File: config.mk
export PLATFORM = sky130hd
export DESIGN_NAME = mux_9_5_scanner_flat
export DESIGN_NICKNAME = d
export VERILOG_FILES = /design/src/rtl/mux_9_5_scanner_if.sv /design/src/rtl/mux_9_5_scanner.sv /design/src/flat_wrapper.sv
export SDC_FILE = /design/constraint.sdc
export NUM_CORES = 1
export LEC_CHECK = 0
export BUFFER_PORTS_ARGS = -buffer_cell sky130_fd_sc_hd__buf_2
export CAP_MARGIN = 10
export CORE_ASPECT_RATIO = 0.6
export CORE_UTILIZATION = 46
export DETAILED_ROUTE_END_ITERATION = 6
export GPL_TIMING_DRIVEN = 0
export PLACE_DENSITY = 0.77
export SLEW_MARGIN = 10
export SYNTH_ARGS = -nofsm -noshare
export SYNTH_HDL_FRONTEND = slang
export SYNTH_SLANG_ARGS = --single-unit
File: constraint.sdc
create_clock -name clk -period 2.19 [get_ports clk]
set_input_delay 0.3285 -clock clk [delete_from_list [all_inputs] [get_ports clk]]
set_output_delay 0.3285 -clock clk [all_outputs]
set_load 0.01 [all_outputs]
File: src/rtl/mux_9_5_scanner_if.sv
// Bundle between the channel-mux scanner and its controller/mux environment.
// master = scanner side (drives Sel and the sample outputs), slave = environment.
interface mux_9_5_scanner_if #(
  parameter int N_CH    = 9,
  parameter int SEL_W   = 4,
  parameter int DATA_W  = 5,
  parameter int DWELL_W = 4
);
  logic                start;
  logic                stop;
  logic                cont;
  logic [N_CH-1:0]     en_mask;
  logic [DWELL_W-1:0]  dwell;
  logic [DATA_W-1:0]   y_in;
  logic [SEL_W-1:0]    Sel;
  logic [DATA_W-1:0]   sample;
  logic [SEL_W-1:0]    sample_ch;
  logic                sample_valid;
  logic                frame_done;
  logic                busy;

  modport master (
    input  start, stop, cont, en_mask, dwell, y_in,
    output Sel, sample, sample_ch, sample_valid, frame_done, busy
  );

  modport slave (
    output start, stop, cont, en_mask, dwell, y_in,
    input  Sel, sample, sample_ch, sample_valid, frame_done, busy
  );
endinterface

File: src/rtl/mux_9_5_scanner.sv
// Sequencer for the 9:1 x 5-bit channel mux: walks Sel over enabled channels,
// waits a settle time on each, then registers Y with its channel index.
//
//  state   | meaning
//  --------+-----------------------------------------------------------
//  IDLE    | no frame active; waits for start with a non-zero mask
//  SETTLE  | Sel driven, counting down the per-channel settle time
//  CAPTURE | one cycle; Y captured at the closing edge, next channel chosen
module mux_9_5_scanner #(
  parameter int N_CH    = 9,
  parameter int SEL_W   = 4,
  parameter int DATA_W  = 5,
  parameter int DWELL_W = 4
) (
  input  logic                  clk,
  input  logic                  reset,
  mux_9_5_scanner_if.master     bus
);

  typedef enum logic [1:0] {IDLE, SETTLE, CAPTURE} state_t;

  state_t              state_q, state_d;
  logic [SEL_W-1:0]    sel_q, sel_d;
  logic [DWELL_W-1:0]  cnt_q, cnt_d;
  logic [N_CH-1:0]     mask_q, mask_d;
  logic                cont_q, cont_d;
  logic [DWELL_W-1:0]  dwell_q, dwell_d;
  logic [DATA_W-1:0]   sample_q, sample_d;
  logic [SEL_W-1:0]    sample_ch_q, sample_ch_d;
  logic                sample_valid_q, sample_valid_d;
  logic                frame_done_q, frame_done_d;
  logic                busy_q, busy_d;

  logic [SEL_W-1:0]    first_in;
  logic [SEL_W-1:0]    first_lat;
  logic [SEL_W-1:0]    next_lat;
  logic                next_ok;

  // Priority searches: scanning downward leaves the lowest matching index.
  always_comb begin
    first_in  = '0;
    first_lat = '0;
    next_lat  = '0;
    next_ok   = 1'b0;
    for (int i = N_CH - 1; i >= 0; i--) begin
      if (bus.en_mask[i]) begin
        first_in = SEL_W'(i);
      end
      if (mask_q[i]) begin
        first_lat = SEL_W'(i);
      end
      if (mask_q[i] && (SEL_W'(i) > sel_q)) begin
        next_lat = SEL_W'(i);
        next_ok  = 1'b1;
      end
    end
  end

  always_comb begin
    state_d        = state_q;
    sel_d          = sel_q;
    cnt_d          = cnt_q;
    mask_d         = mask_q;
    cont_d         = cont_q;
    dwell_d        = dwell_q;
    sample_d       = sample_q;
    sample_ch_d    = sample_ch_q;
    sample_valid_d = 1'b0;
    frame_done_d   = 1'b0;

    case (state_q)
      IDLE: begin
        if (bus.start && (bus.en_mask != '0)) begin
          mask_d  = bus.en_mask;
          cont_d  = bus.cont;
          dwell_d = bus.dwell;
          cnt_d   = bus.dwell;
          sel_d   = first_in;
          state_d = SETTLE;
        end
      end
      SETTLE: begin
        if (bus.stop) begin
          state_d = IDLE;
        end else if (cnt_q != '0) begin
          cnt_d = cnt_q - 1'b1;
        end else begin
          state_d = CAPTURE;
        end
      end
      CAPTURE: begin
        // stop wins over the capture: nothing is reported on an aborted edge
        if (bus.stop) begin
          state_d = IDLE;
        end else begin
          sample_d       = bus.y_in;
          sample_ch_d    = sel_q;
          sample_valid_d = 1'b1;
          if (next_ok) begin
            sel_d   = next_lat;
            cnt_d   = dwell_q;
            state_d = SETTLE;
          end else begin
            frame_done_d = 1'b1;
            if (cont_q) begin
              sel_d   = first_lat;
              cnt_d   = dwell_q;
              state_d = SETTLE;
            end else begin
              state_d = IDLE;
            end
          end
        end
      end
      default: begin
        state_d = IDLE;
      end
    endcase

    busy_d = (state_d != IDLE);
  end

  always_ff @(posedge clk) begin
    if (reset) begin
      state_q        <= IDLE;
      sel_q          <= '0;
      cnt_q          <= '0;
      mask_q         <= '0;
      cont_q         <= 1'b0;
      dwell_q        <= '0;
      sample_q       <= '0;
      sample_ch_q    <= '0;
      sample_valid_q <= 1'b0;
      frame_done_q   <= 1'b0;
      busy_q         <= 1'b0;
    end else begin
      state_q        <= state_d;
      sel_q          <= sel_d;
      cnt_q          <= cnt_d;
      mask_q         <= mask_d;
      cont_q         <= cont_d;
      dwell_q        <= dwell_d;
      sample_q       <= sample_d;
      sample_ch_q    <= sample_ch_d;
      sample_valid_q <= sample_valid_d;
      frame_done_q   <= frame_done_d;
      busy_q         <= busy_d;
    end
  end

  assign bus.Sel          = sel_q;
  assign bus.sample       = sample_q;
  assign bus.sample_ch    = sample_ch_q;
  assign bus.sample_valid = sample_valid_q;
  assign bus.frame_done   = frame_done_q;
  assign bus.busy         = busy_q;

endmodule

File: src/flat_wrapper.sv
// flat-port wrapper written by rule: the top's interface ports become plain ports
module mux_9_5_scanner_flat 
#(
  parameter int N_CH    = 9,
  parameter int SEL_W   = 4,
  parameter int DATA_W  = 5,
  parameter int DWELL_W = 4
)
  (clk, reset, bus_start, bus_stop, bus_cont, bus_en_mask, bus_dwell, bus_y_in, bus_Sel, bus_sample, bus_sample_ch, bus_sample_valid, bus_frame_done, bus_busy);
  mux_9_5_scanner_if #(.N_CH(N_CH), .SEL_W(SEL_W), .DATA_W(DATA_W), .DWELL_W(DWELL_W)) bus_i ();
  input  logic clk;
  input  logic reset;
  input wire logic [$bits(bus_i.start)-1:0] bus_start;
  input wire logic [$bits(bus_i.stop)-1:0] bus_stop;
  input wire logic [$bits(bus_i.cont)-1:0] bus_cont;
  input wire logic [$bits(bus_i.en_mask)-1:0] bus_en_mask;
  input wire logic [$bits(bus_i.dwell)-1:0] bus_dwell;
  input wire logic [$bits(bus_i.y_in)-1:0] bus_y_in;
  output wire logic [$bits(bus_i.Sel)-1:0] bus_Sel;
  output wire logic [$bits(bus_i.sample)-1:0] bus_sample;
  output wire logic [$bits(bus_i.sample_ch)-1:0] bus_sample_ch;
  output wire logic [$bits(bus_i.sample_valid)-1:0] bus_sample_valid;
  output wire logic [$bits(bus_i.frame_done)-1:0] bus_frame_done;
  output wire logic [$bits(bus_i.busy)-1:0] bus_busy;
  assign bus_i.start = bus_start;
  assign bus_i.stop = bus_stop;
  assign bus_i.cont = bus_cont;
  assign bus_i.en_mask = bus_en_mask;
  assign bus_i.dwell = bus_dwell;
  assign bus_i.y_in = bus_y_in;
  assign bus_Sel = bus_i.Sel;
  assign bus_sample = bus_i.sample;
  assign bus_sample_ch = bus_i.sample_ch;
  assign bus_sample_valid = bus_i.sample_valid;
  assign bus_frame_done = bus_i.frame_done;
  assign bus_busy = bus_i.busy;
  mux_9_5_scanner #(.N_CH(N_CH), .SEL_W(SEL_W), .DATA_W(DATA_W), .DWELL_W(DWELL_W)) u_core (.clk(clk), .reset(reset), .bus(bus_i));
endmodule
==> impl_summary.log, run 1 <==
[metrics] result of the run: complete, no violations
[metrics] most common flop cell mapped by yosys: dfxtp_1
[metrics] via count of the routed design: ~2000
[metrics] area share of the largest cell type after synthesis: 0.352
[metrics] maximum resistive drop on vdd: between 400 and 500 uV
[metrics] Top Metal Used: met4
[metrics] Port-buffer cells: 37
[metrics] Core ar.: approximately 4200 um^2
[metrics] insertion delay of the later-clocked pin in the worst-skew pair: roughly 290 ps
[metrics] EDFF count, synth: 0
[metrics] Max clock buf depth: 2
[metrics] die boundary height: ~54 um
[metrics] area leader, netlist: dfxtp_1
[metrics] element type at the critical path end: register
[metrics] residual antenna-violating net count after detailed routing: 0
[metrics] category of the worst setup path launch point: register
[metrics] level count of the clock H-tree: 2
[metrics] TritonCTS buffer count: 5
[metrics] P&R area growth vs syn: 25.3%
[metrics] crit path max fanout: 7
[metrics] num ports: 39
[metrics] CTS tree: done
[metrics] post-synthesis register bit count: 36
[metrics] detailed-route DRC error count: 0
[metrics] number of nets at the end of the flow: 325
[metrics] total count of max-transition violations in the final report: 0
[metrics] maximum operating frequency: approximately 0.47 GHz
[metrics] clock transition at the register clock pins on the worst setup and hold paths after CTS: 80 ps
[metrics] worst path bufs/invs: 1
[metrics] routed wire length per instance: 15.4 um
[metrics] required time at the worst-slack endpoint: about 2400 ps
[metrics] First DRT Iteration DRCs: approximately 240
[metrics] DR pass1 iterations: 4
[metrics] Gate Count Post-Synth: 247
[metrics] arrival time of the worst setup path: ~2300 ps
[metrics] slowest cell on the critical path: dfxtp_1
[metrics] vias in the first global route: roughly 1700
[metrics] overall power of the completed layout: roughly 0.0022 W
[metrics] share of final-layout standard cells stronger than drive strength 1: 0.259
[metrics] Setup Crit Path Kind: reg2reg
[metrics] Setup Skew: 4.11 ps
[metrics] diodes inserted: 0
[metrics] part of the cycle the worst path needs: 0.967
[metrics] chain of cells forming the critical path: or2b_1 -> a221o_2 -> and4_4 -> buf_4 -> or4_1 -> a21oi_1
[metrics] CTS root buffer: clkbuf_8
[metrics] Post-Route Setup TNS: 0 ps
[metrics] number of core rows: 18
[metrics] synthesis warning total: 0
[metrics] first-pass GRT wire length: a little under 9000 um
[metrics] measured slew at the worst slew-check pin: roughly 660 ps
[metrics] post-synthesis sequential area ratio: 0.352
[metrics] number of nets in the synthesized netlist: 276
[metrics] Total Routing Usage GR: 0.254
[metrics] Final Core Density: 0.613
[metrics] areal power density over the cells: slightly below 900 nW/um^2
[metrics] number of antenna violations at the first check in global routing: 0
[metrics] Die W: approximately 88 um
[metrics] number of max-cap violations: 0
[metrics] class of the tightest hold or removal check: in2reg
[metrics] final setup violating endpoints: 0
[metrics] overall routed net length: between 5000 and 6000 um
[metrics] final weighted congestion of routability-driven global placement: 0.916
[metrics] delay of the slowest cell on the worst path: between 400 and 500 ps
[metrics] Die Area: roughly 4700 um^2
[metrics] asr flop ratio synth: 0
[metrics] average footprint of a synthesized cell: between 8 and 9 um^2
[metrics] pin count of the biggest net entering global routing: 13
[metrics] Sinks on Clock Net: 36
[metrics] number of unique standard cell types used by synthesis: 56
[metrics] amount of wire on met2 after detailed routing: 2140 um
[metrics] tightest slew margin relative to the limit: 0.554
[metrics] cells taking the most area after synthesis: dfxtp_1 (35%), mux2i_1 (6.3%), nor2_1 (6.0%)
[metrics] GRT Residual Overflow: 0
[metrics] unrepaired setup endpoints after global routing: no
[metrics] post-synthesis cell area: 2050 um^2
[metrics] Starting Density: 0.489
[metrics] via-per-instance ratio: 5.72
[metrics] shortest period the worst path allows: between 2000 and 2500 ps
[metrics] post-detailed-placement half-perimeter wirelength: 4070 um
[metrics] leakage component of the power: 1.05 nW
[metrics] DR WL met3: about 510 um
[metrics] number of hold violations in the final report: 0
[metrics] detailed-routing wirelength on met1: about 2800 um
[metrics] crit-path leading delay family: simple AND/OR/NAND/NOR gates
[worst paths after layout]
check	start	slack, ps	cells after the start	to
setup / recovery	u_core.mask_q[3]$_SDFFE_PP0P_	70	6	u_core.cnt_q[1]$_SDFFE_PP0P_
hold / removal	reset	270	2	u_core.bus.frame_done$_SDFF_PP0_
setup reg to reg	u_core.mask_q[3]$_SDFFE_PP0P_	70	6	u_core.cnt_q[1]$_SDFFE_PP0P_
hold reg to reg	u_core.bus.sample_ch[3]$_SDFFE_PP0P_	450	2	u_core.bus.sample_ch[3]$_SDFFE_PP0P_
[registers in the layout, summed over array words and instances, names as in the netlist]
name,count
u_core.bus.sample_valid,1
u_core.bus.busy,1
u_core.bus.Sel,4
u_core.cont_q,1
u_core.cnt_q,4
u_core.bus.sample_ch,4
u_core.dwell_q,4
u_core.mask_q,9
u_core.state_q,2
u_core.bus.frame_done,1
u_core.bus.sample,5
[cells by family (layout without fill, tap and decap cells)]
| group | Yosys count | in the layout | share of synthesized area |
|---|---|---|---|
| simple gates | 98 | 98 | 0.240 |
| compound gates | 71 | 71 | 0.238 |
| flops | 36 | 36 | 0.352 |
| buf+inv | 21 | 71 | 0.0617 |
| mux | 13 | 13 | 0.0635 |
| fa+ha+maj | 6 | 6 | 0.0366 |
| xor+xnor | 2 | 2 | 0.00855 |
[power breakdown]
| group | leakage (nW) | switching, W | internal (W) |
|---|---|---|---|
| registers | 0.296 | 0.0000614 | 0.000713 |
| logic | 0.676 | 0.000353 | 0.000296 |
| clock network | 0.0784 | 0.000249 | 0.000570 |
| total | 1.05 | 0.000663 | 0.00158 |
[Yosys cell counts (6+ instances only)]
| cell | count |
|---|---|
| a21oi_1 | 24 |
| a31oi_1 | 9 |
| dfxtp_1 | 36 |
| ha_1 | 6 |
| inv_1 | 11 |
| mux2i_1 | 13 |
| nand2_1 | 23 |
| nand2b_1 | 8 |
| nor2_1 | 33 |
| o21ai_0 | 7 |
[metal layers]
layer,global-route usage,vias to the layer above
met5,0,-
met4,0.0161,0
met3,0.0859,3
met2,0.337,89
met1,0.399,949
li1,-,1000
[final cells by class]
class | instances | area [um^2]
Timing Repair Buffer | 42 | 223
Tap cell | 60 | 75.1
Clock inverter | 3 | 90.1
Fill cell | 407 | 1620
Sequential cell | 36 | 724
Clock buffer | 5 | 68.8
Multi-Input combinational cell | 190 | 1260
Inverter | 11 | 41.3
Buffer | 10 | 87.6
[placed cells by master (no fill, tap or decap), drive strengths merged, types with 3 or more instances in the layout]
cell type  synthesis  final
a31oi              9      9
mux2i             13     13
o21ai              7      7
bufinv             0      3
a221oi             4      4
nor3               4      4
nand3              3      3
a211oi             3      3
clkbuf             2      7
or4                5      5
nand2             23     23
o21bai             3      3
dfxtp             36     36
nand4              4      4
nand2b             8      8
o31ai              3      3
nor2b              4      4
a21oi             24     24
ha                 6      6
buf                6     48
inv               11     11
and3               3      3
nor2              33     33
[through the flow]
stage               hold slack (ps)  setup slack (ps)  std cells  instance area (um^2)
global route                    256              2.46        357                  2570
floorplan                       460              84.6        247                  2050
detailed placement              447              -342        344                  2310
global placement                440              -282        344                  2310
finish                          268              73.3        357                  2570
CTS                             260              48.6        353                  2490
[worst register-to-register path, stage by stage, from the launching register on]
cell and delay, ps:
dfxtp_1 460, or2b_1 270, a221o_2 430, and4_4 220, buf_4 140, or4_1 400
a21oi_1 130
[what timing repair did]
| item | in CTS | in global routing |
|---|---|---|
| resized for setup | 2 | 14 |
| hold buffers | 0 | 0 |
| pin swaps | 0 | 4 |
| gates cloned | 0 | 0 |
| setup endpoints to repair | 13 | 13 |
| setup buffers | 1 | 4 |
Power figures use the tool's default switching activity.
==> run 2, diff against run 1 <==
- CORE_ASPECT_RATIO: 0.6 -> 0.9
- SETUP_SLACK_MARGIN: not set -> 0.3
==> impl_summary.log, run 2 (synthesis gave the netlist of run 1 again) <==
[metrics] CTS root buffer: clkbuf_8
[metrics] number of cells in the design after placement: 344 (unchanged)
[metrics] end point of the critical path: u_core.cnt_q[0]$_SDFFE_PP0P_
[metrics] Total Routing Usage GR: 0.246 (-0.00749)
[metrics] areal power density over the cells: 786 nW/um^2 (-9.9%)
[metrics] number of max-cap violations: 0 (unchanged)
[metrics] crit path max fanout: 6 (-1)
[metrics] Final Core Density: 0.627 (+0.0142)
[metrics] result of the run: complete, no violations
[metrics] number of antenna violations at the first check in global routing: 0 (unchanged)
[metrics] slowest cell on the critical path: or4_4
[metrics] level count of the clock H-tree: 2 (unchanged)
[metrics] vias in the first global route: 1959 (+13%)
[metrics] num ports: 39 (unchanged)
[metrics] measured slew at the worst slew-check pin: 731 ps (+67.6 ps)
[metrics] Reg-to-Reg Start: u_core.bus.Sel[0]$_SDFFE_PP0P_
[metrics] required time at the worst-slack endpoint: 2420 ps (about the same)
[metrics] die boundary height: 65.3 um (+22%)
[metrics] post-route cell area: 2630 um^2 (+2.2%)
[metrics] TritonCTS buffer count: 5 (unchanged)
[metrics] number of stages on the worst setup path: 6 (unchanged)
[metrics] leakage component of the power: 1.06 nW (+1.3%)
[metrics] maximum resistive drop on vdd: 476 uV (+4.6%)
[metrics] insertion delay of the later-clocked pin in the worst-skew pair: 290 ps (about the same)
[metrics] overall routed net length: 5490 um (about the same)
[metrics] shortest period the worst path allows: 1950 ps (-165 ps)
[metrics] First DRT Iteration DRCs: 156 (-36%)
[metrics] Worst R2R Setup Slack: 240 ps (+160 ps)
[metrics] number of nets at the end of the flow: 331 (+1.8%)
[metrics] maximum operating frequency: 0.512 GHz (+8.4%)
[metrics] Starting Density: 0.490 (+0.000585)
[metrics] DR pass1 iterations: 5 (+1)
[metrics] share of final-layout standard cells stronger than drive strength 1: 0.307 (+0.0477)
[metrics] CTS tree: done
[metrics] via-per-instance ratio: 5.68 (-0.59%)
[metrics] final weighted congestion of routability-driven global placement: 0.918 (+0.19%)
[metrics] Max clock buf depth: 2 (unchanged)
[metrics] diodes inserted: 0 (unchanged)
[metrics] first-pass GRT wire length: 9030 um (+2.0%)
[metrics] worst path bufs/invs: 1 (unchanged)
[metrics] total count of max-transition violations in the final report: 0 (unchanged)
[metrics] crit-path leading delay family: simple AND/OR/NAND/NOR gates
[metrics] Sinks on Clock Net: 36 (unchanged)
[metrics] leading cell type in the layout, fill and taps excluded: buf_2
[metrics] Core ar.: 4180 um^2 (-0.12%)
[metrics] clock transition at the register clock pins on the worst setup and hold paths after CTS: 70 ps (about the same)
[metrics] element type at the critical path end: register
[metrics] part of the cycle the worst path needs: 0.891 (-0.0753)
[metrics] number of flip-flops under the largest register name: 9 (unchanged)
[metrics] P&R area growth vs syn: 28.1%
[metrics] detailed-route DRC error count: 0 (unchanged)
[metrics] Setup Crit Path Kind: reg2reg
[metrics] number of core rows: 22 (+4)
[metrics] pin count of the biggest net entering global routing: 13 (unchanged)
[metrics] cts hold-fix bufs: 0 (unchanged)
[metrics] number of hold violations in the final report: 0 (unchanged)
[metrics] arrival time of the worst setup path: 2180 ps (-150 ps)
[metrics] largest register by flop count: u_core.mask_q
[metrics] category of the worst setup path launch point: register
[metrics] unrepaired setup endpoints after global routing: yes
[metrics] top library cells by usage in the layout, fill and taps aside: buf_2 (37), nor2_1 (31), dfxtp_1 (31), nand2_1 (23), a21oi_1 (21)
[metrics] tightest slew margin relative to the limit: 0.509 (-0.0454)
[metrics] final std cells w/o fill: 363 (+1.7%)
[metrics] via count of the routed design: 2063 (+1.1%)
[metrics] Die W: 72.4 um (-18%)
[metrics] routed wire length per instance: 15.1 um (-1.6%)
[metrics] chain of cells forming the critical path: buf_6 -> or2b_1 -> a221o_1 -> and4_4 -> or4_4 -> a21oi_2
[metrics] final setup violating endpoints: 0 (unchanged)
[metrics] class of the tightest hold or removal check: in2reg
[metrics] length in cells of the worst reg-to-reg path: 6 (unchanged)
[metrics] Port-buffer cells: 37 (unchanged)
[metrics] Die Area: 4730 um^2 (-0.17%)
[metrics] post-detailed-placement half-perimeter wirelength: 3700 um (-9.1%)
[metrics] Setup Skew: 3.51 ps (-0.601 ps)
[metrics] area post-placement: 2340 um^2 (+1.2%)
[metrics] delay of the slowest cell on the worst path: 480 ps (+20 ps)
[metrics] FILL cells: 380 (-6.6%)
[metrics] worst reg2reg endpoint: u_core.cnt_q[0]$_SDFFE_PP0P_
[metrics] GRT Residual Overflow: 0 (unchanged)
[metrics] residual antenna-violating net count after detailed routing: 0 (unchanged)
[metrics] Worst setup startpoint: u_core.bus.Sel[0]$_SDFFE_PP0P_
==> run 2: changes by cell type in the layout (fill, tap and decap cells not counted), moves of 2 or more <==
| cell | previous run | this run |
|---|---|---|
| ha_1 | 6 | 4 |
| buf_6 | 2 | 4 |
| dfxtp_4 | 0 | 2 |
| dfxtp_1 | 33 | 31 |
| inv_1 | 11 | 9 |
| inv_2 | 0 | 2 |
| bufinv_16 | 3 | 1 |
| buf_4 | 7 | 11 |
==> run 2: metal layers <==
metal	part of all wire	global-route usage	wire (um)
met1	0.47	0.333	2580
met2	0.44	0.393	2430
met3	0.074	0.0613	408
met4	0.012	0.0613	68
met5	0	0	0
==> run 2: final cells by class <==
| class | instances | area [um^2] | share of cell area |
|---|---|---|---|
| buffer | 10 | 93.8 | 0.0357 |
| multi-input combinational | 190 | 1300 | 0.495 |
| clock buffer | 5 | 68.8 | 0.0262 |
| clock inverter | 3 | 42.5 | 0.0162 |
| tap | 60 | 75.1 | 0.0286 |
| sequential | 36 | 732 | 0.279 |
| inverter | 11 | 41.3 | 0.0157 |
| timing repair buffer | 48 | 272 | 0.103 |
==> run 2: how the worst min path moves through the flow <==
stage	from	endpoint	depth (start not counted)
after floorplan	u_core.dwell_q[1]$_SDFFE_PP0P_	u_core.dwell_q[1]$_SDFFE_PP0P_	2
after global placement	u_core.bus.sample[2]$_SDFFE_PP0P_	u_core.bus.sample[2]$_SDFFE_PP0P_	2
after detailed placement	u_core.bus.sample[4]$_SDFFE_PP0P_	u_core.bus.sample[4]$_SDFFE_PP0P_	2
after CTS	reset	u_core.bus.frame_done$_SDFF_PP0_	2
after global routing	bus_y_in[1]	u_core.bus.sample[1]$_SDFFE_PP0P_	3
final	reset	u_core.bus.Sel[3]$_SDFFE_PP0P_	2
==> run 2: through the flow <==
stage / setup slack (ps) / hold slack (ps) / total power [W] / TNS, ps
floorplan: 283 / 460 / 0.00122 / 0
global placement: -184 / 439 / 0.00136 / -1750
detailed placement: -168 / 443 / 0.00137 / -1550
CTS: 261 / 257 / 0.00200 / 0
global route: 184 / 262 / 0.00218 / 0
finish: 238 / 257 / 0.00206 / 0
==> run 2: power breakdown <==
part	total [W]	leakage [nW]	internal, W	switching, W
clock network	0.000590	0.0541	0.000337	0.000253
logic	0.000700	0.713	0.000334	0.000365
registers	0.000774	0.297	0.000714	0.0000601
total	0.00206	1.06	0.00139	0.000678
==> run 2: timing repair <==
action / CTS / global route
resized for setup: 9 / 18
cloned: 0 / 0
setup endpoints to repair: 16 / 19
pin swaps: 5 / 2
buffers inserted: 7 / 4
hold endpoints to repair: 0 / 0
==> run 3, diff against run 2 <==
- CORE_UTILIZATION: 46 -> 50
- PLACE_DENSITY: 0.77 -> 0.82
==> impl_summary.log, run 3 (synthesis gave the netlist of run 1 again) <==
[metrics] result of the run: complete, no violations
[metrics] FILL cells: 321 (-16%)
[metrics] Die W: 69.5 um (-4.0%)
[metrics] CTS root buffer: clkbuf_8
[metrics] Port-buffer cells: 37 (unchanged)
[metrics] share of final-layout standard cells stronger than drive strength 1: 0.292 (-0.0151)
[metrics] CTS tree: done
[metrics] element type at the critical path end: register
[metrics] largest register by flop count: u_core.mask_q
[metrics] Sinks on Clock Net: 36 (unchanged)
[metrics] post-detailed-placement half-perimeter wirelength: 3650 um (-1.2%)
[metrics] num ports: 39 (unchanged)
[metrics] Starting Density: 0.538 (+0.0481)
[metrics] vias in the first global route: 1857 (-5.2%)
[metrics] measured slew at the worst slew-check pin: 651 ps (-80.2 ps)
[metrics] residual antenna-violating net count after detailed routing: 0 (unchanged)
[metrics] leakage component of the power: 1.07 nW (+0.69%)
[metrics] via count of the routed design: 2082 (+0.92%)
[metrics] area post-placement: 2320 um^2 (-0.75%)
[metrics] diodes inserted: 0 (unchanged)
[metrics] via-per-instance ratio: 5.93 (+4.4%)
[metrics] level count of the clock H-tree: 2 (unchanged)
[metrics] die boundary height: 62.7 um (-4.0%)
[metrics] insertion delay of the later-clocked pin in the worst-skew pair: 300 ps (about the same)
[metrics] leading cell type in the layout, fill and taps excluded: buf_2
[metrics] crit path max fanout: 6 (unchanged)
[metrics] total count of max-transition violations in the final report: 0 (unchanged)
[metrics] Setup Skew: 7.25 ps (+3.74 ps)
[metrics] areal power density over the cells: 787 nW/um^2 (about the same)
[metrics] routed wire length per instance: 15.0 um (-0.89%)
[metrics] TritonCTS buffer count: 5 (unchanged)
[metrics] clock transition at the register clock pins on the worst setup and hold paths after CTS: 70 ps (about the same)
[metrics] Core ar.: 3810 um^2 (-8.9%)
[metrics] detailed-route DRC error count: 0 (unchanged)
[metrics] amount of wire on met2 after detailed routing: 2350 um (-3.6%)
[metrics] class of the tightest hold or removal check: in2reg
[metrics] overall routed net length: 5260 um (-4.2%)
[metrics] number of nets at the end of the flow: 333 (+0.60%)
[metrics] required time at the worst-slack endpoint: 2420 ps (about the same)
[metrics] part of the cycle the worst path needs: 0.903 (+0.0118)
[metrics] final std cells w/o fill: 351 (-3.3%)
[metrics] Total Routing Usage GR: 0.246 (-0.000338)
[metrics] DR pass1 iterations: 5 (unchanged)
[metrics] P&R area growth vs syn: 27.4%
[metrics] overall power of the completed layout: 0.00205 W (-0.45%)
[metrics] first-pass GRT wire length: 8610 um (-4.6%)
[metrics] Setup Crit Path Kind: reg2reg
[metrics] post-route cell area: 2610 um^2 (-0.52%)
[metrics] maximum operating frequency: 0.506 GHz (-1.3%)
[metrics] unrepaired setup endpoints after global routing: yes
[metrics] number of cells in the design after placement: 330 (-4.1%)
[metrics] Top Metal Used: met4
[metrics] top library cells by usage in the layout, fill and taps aside: buf_2 (37), nor2_1 (32), dfxtp_1 (32), a21oi_1 (23), nand2_1 (23)
[metrics] tightest slew margin relative to the limit: 0.563 (+0.0538)
[metrics] maximum resistive drop on vdd: 461 uV (-3.0%)
[metrics] detailed-routing wirelength on met1: 2380 um (-7.7%)
[metrics] DR WL met3: 412 um (+0.98%)
[metrics] shortest period the worst path allows: 1980 ps (+25.8 ps)
[metrics] arrival time of the worst setup path: 2210 ps (+30 ps)
[metrics] number of core rows: 21 (-4.5%)
[metrics] Die Area: 4360 um^2 (-7.8%)
[metrics] number of max-cap violations: 0 (unchanged)
[metrics] pin count of the biggest net entering global routing: 13 (unchanged)
[metrics] final setup violating endpoints: 0 (unchanged)
[metrics] category of the worst setup path launch point: register
[metrics] GRT Residual Overflow: 0 (unchanged)
[metrics] number of flip-flops under the largest register name: 9 (unchanged)
[metrics] worst-case hold slack: 268 ps (+10.5 ps)
[metrics] final weighted congestion of routability-driven global placement: 0.904 (-1.5%)
[metrics] Max clock buf depth: 2 (unchanged)
[metrics] number of hold violations in the final report: 0 (unchanged)
[metrics] number of antenna violations at the first check in global routing: 0 (unchanged)
[metrics] First DRT Iteration DRCs: 167 (+7.1%)
[run 3: final timing paths]
check	startpoint	to	slack (ps)	cells after the start
max	u_core.bus.Sel[0]$_SDFFE_PP0P_	u_core.cnt_q[3]$_SDFFE_PP0P_	210	6
min	reset	u_core.bus.Sel[3]$_SDFFE_PP0P_	270	2
max reg2reg	u_core.bus.Sel[0]$_SDFFE_PP0P_	u_core.cnt_q[3]$_SDFFE_PP0P_	210	6
min reg2reg	u_core.bus.sample[0]$_SDFFE_PP0P_	u_core.bus.sample[0]$_SDFFE_PP0P_	450	2
[run 3: timing repair]
| item | 4_1_cts | 5_1_grt |
|---|---|---|
| buffers inserted | 9 | 4 |
| hold buffers | 0 | 0 |
| endpoints found under the setup margin | 17 | 18 |
| pin swaps | 4 | 5 |
| resized for setup | 7 | 14 |
| hold endpoints to repair | 0 | 0 |
[run 3: where the power goes]
group          switching [W]  total [W]  internal [W]
clock               0.000245   0.000581      0.000337
sequential         0.0000592   0.000773      0.000714
combinational       0.000360   0.000700      0.000340
total               0.000664    0.00205       0.00139
[run 3: per-layer routing]
layer,up-vias,global-route usage
met5,-,0
met4,0,0.0893
met3,15,0.0645
met2,99,0.376
met1,952,0.333
li1,1016,-
[run 3: final cells by class]
| cell class | instances | area (um^2) | area share |
|---|---|---|---|
| multi-input cells | 190 | 1290 | 0.495 |
| repair buffers | 50 | 287 | 0.110 |
| plain buffers | 10 | 93.8 | 0.0359 |
| well taps | 46 | 57.6 | 0.0220 |
| clock inverters | 3 | 42.5 | 0.0163 |
| clock buffers | 5 | 68.8 | 0.0264 |
| inverters | 11 | 41.3 | 0.0158 |
| flip-flops and latches | 36 | 728 | 0.279 |
[run 3: worst max-delay path: stages (launching register included)]
cell	delay, ps
dfxtp_2	330
buf_6	130
or2b_1	230
a221o_1	390
and4_4	230
or4_4	480
a21oi_2	120
[run 3: metrics by stage]
stage                     setup TNS [ps]   util  worst slack, ps
after floorplan                        0      -              283
after global placement             -1650  0.609             -180
after detailed placement           -1890  0.609             -209
after CTS                              0  0.664              265
after global routing                   0  0.685              137
final                                  0  0.685              212
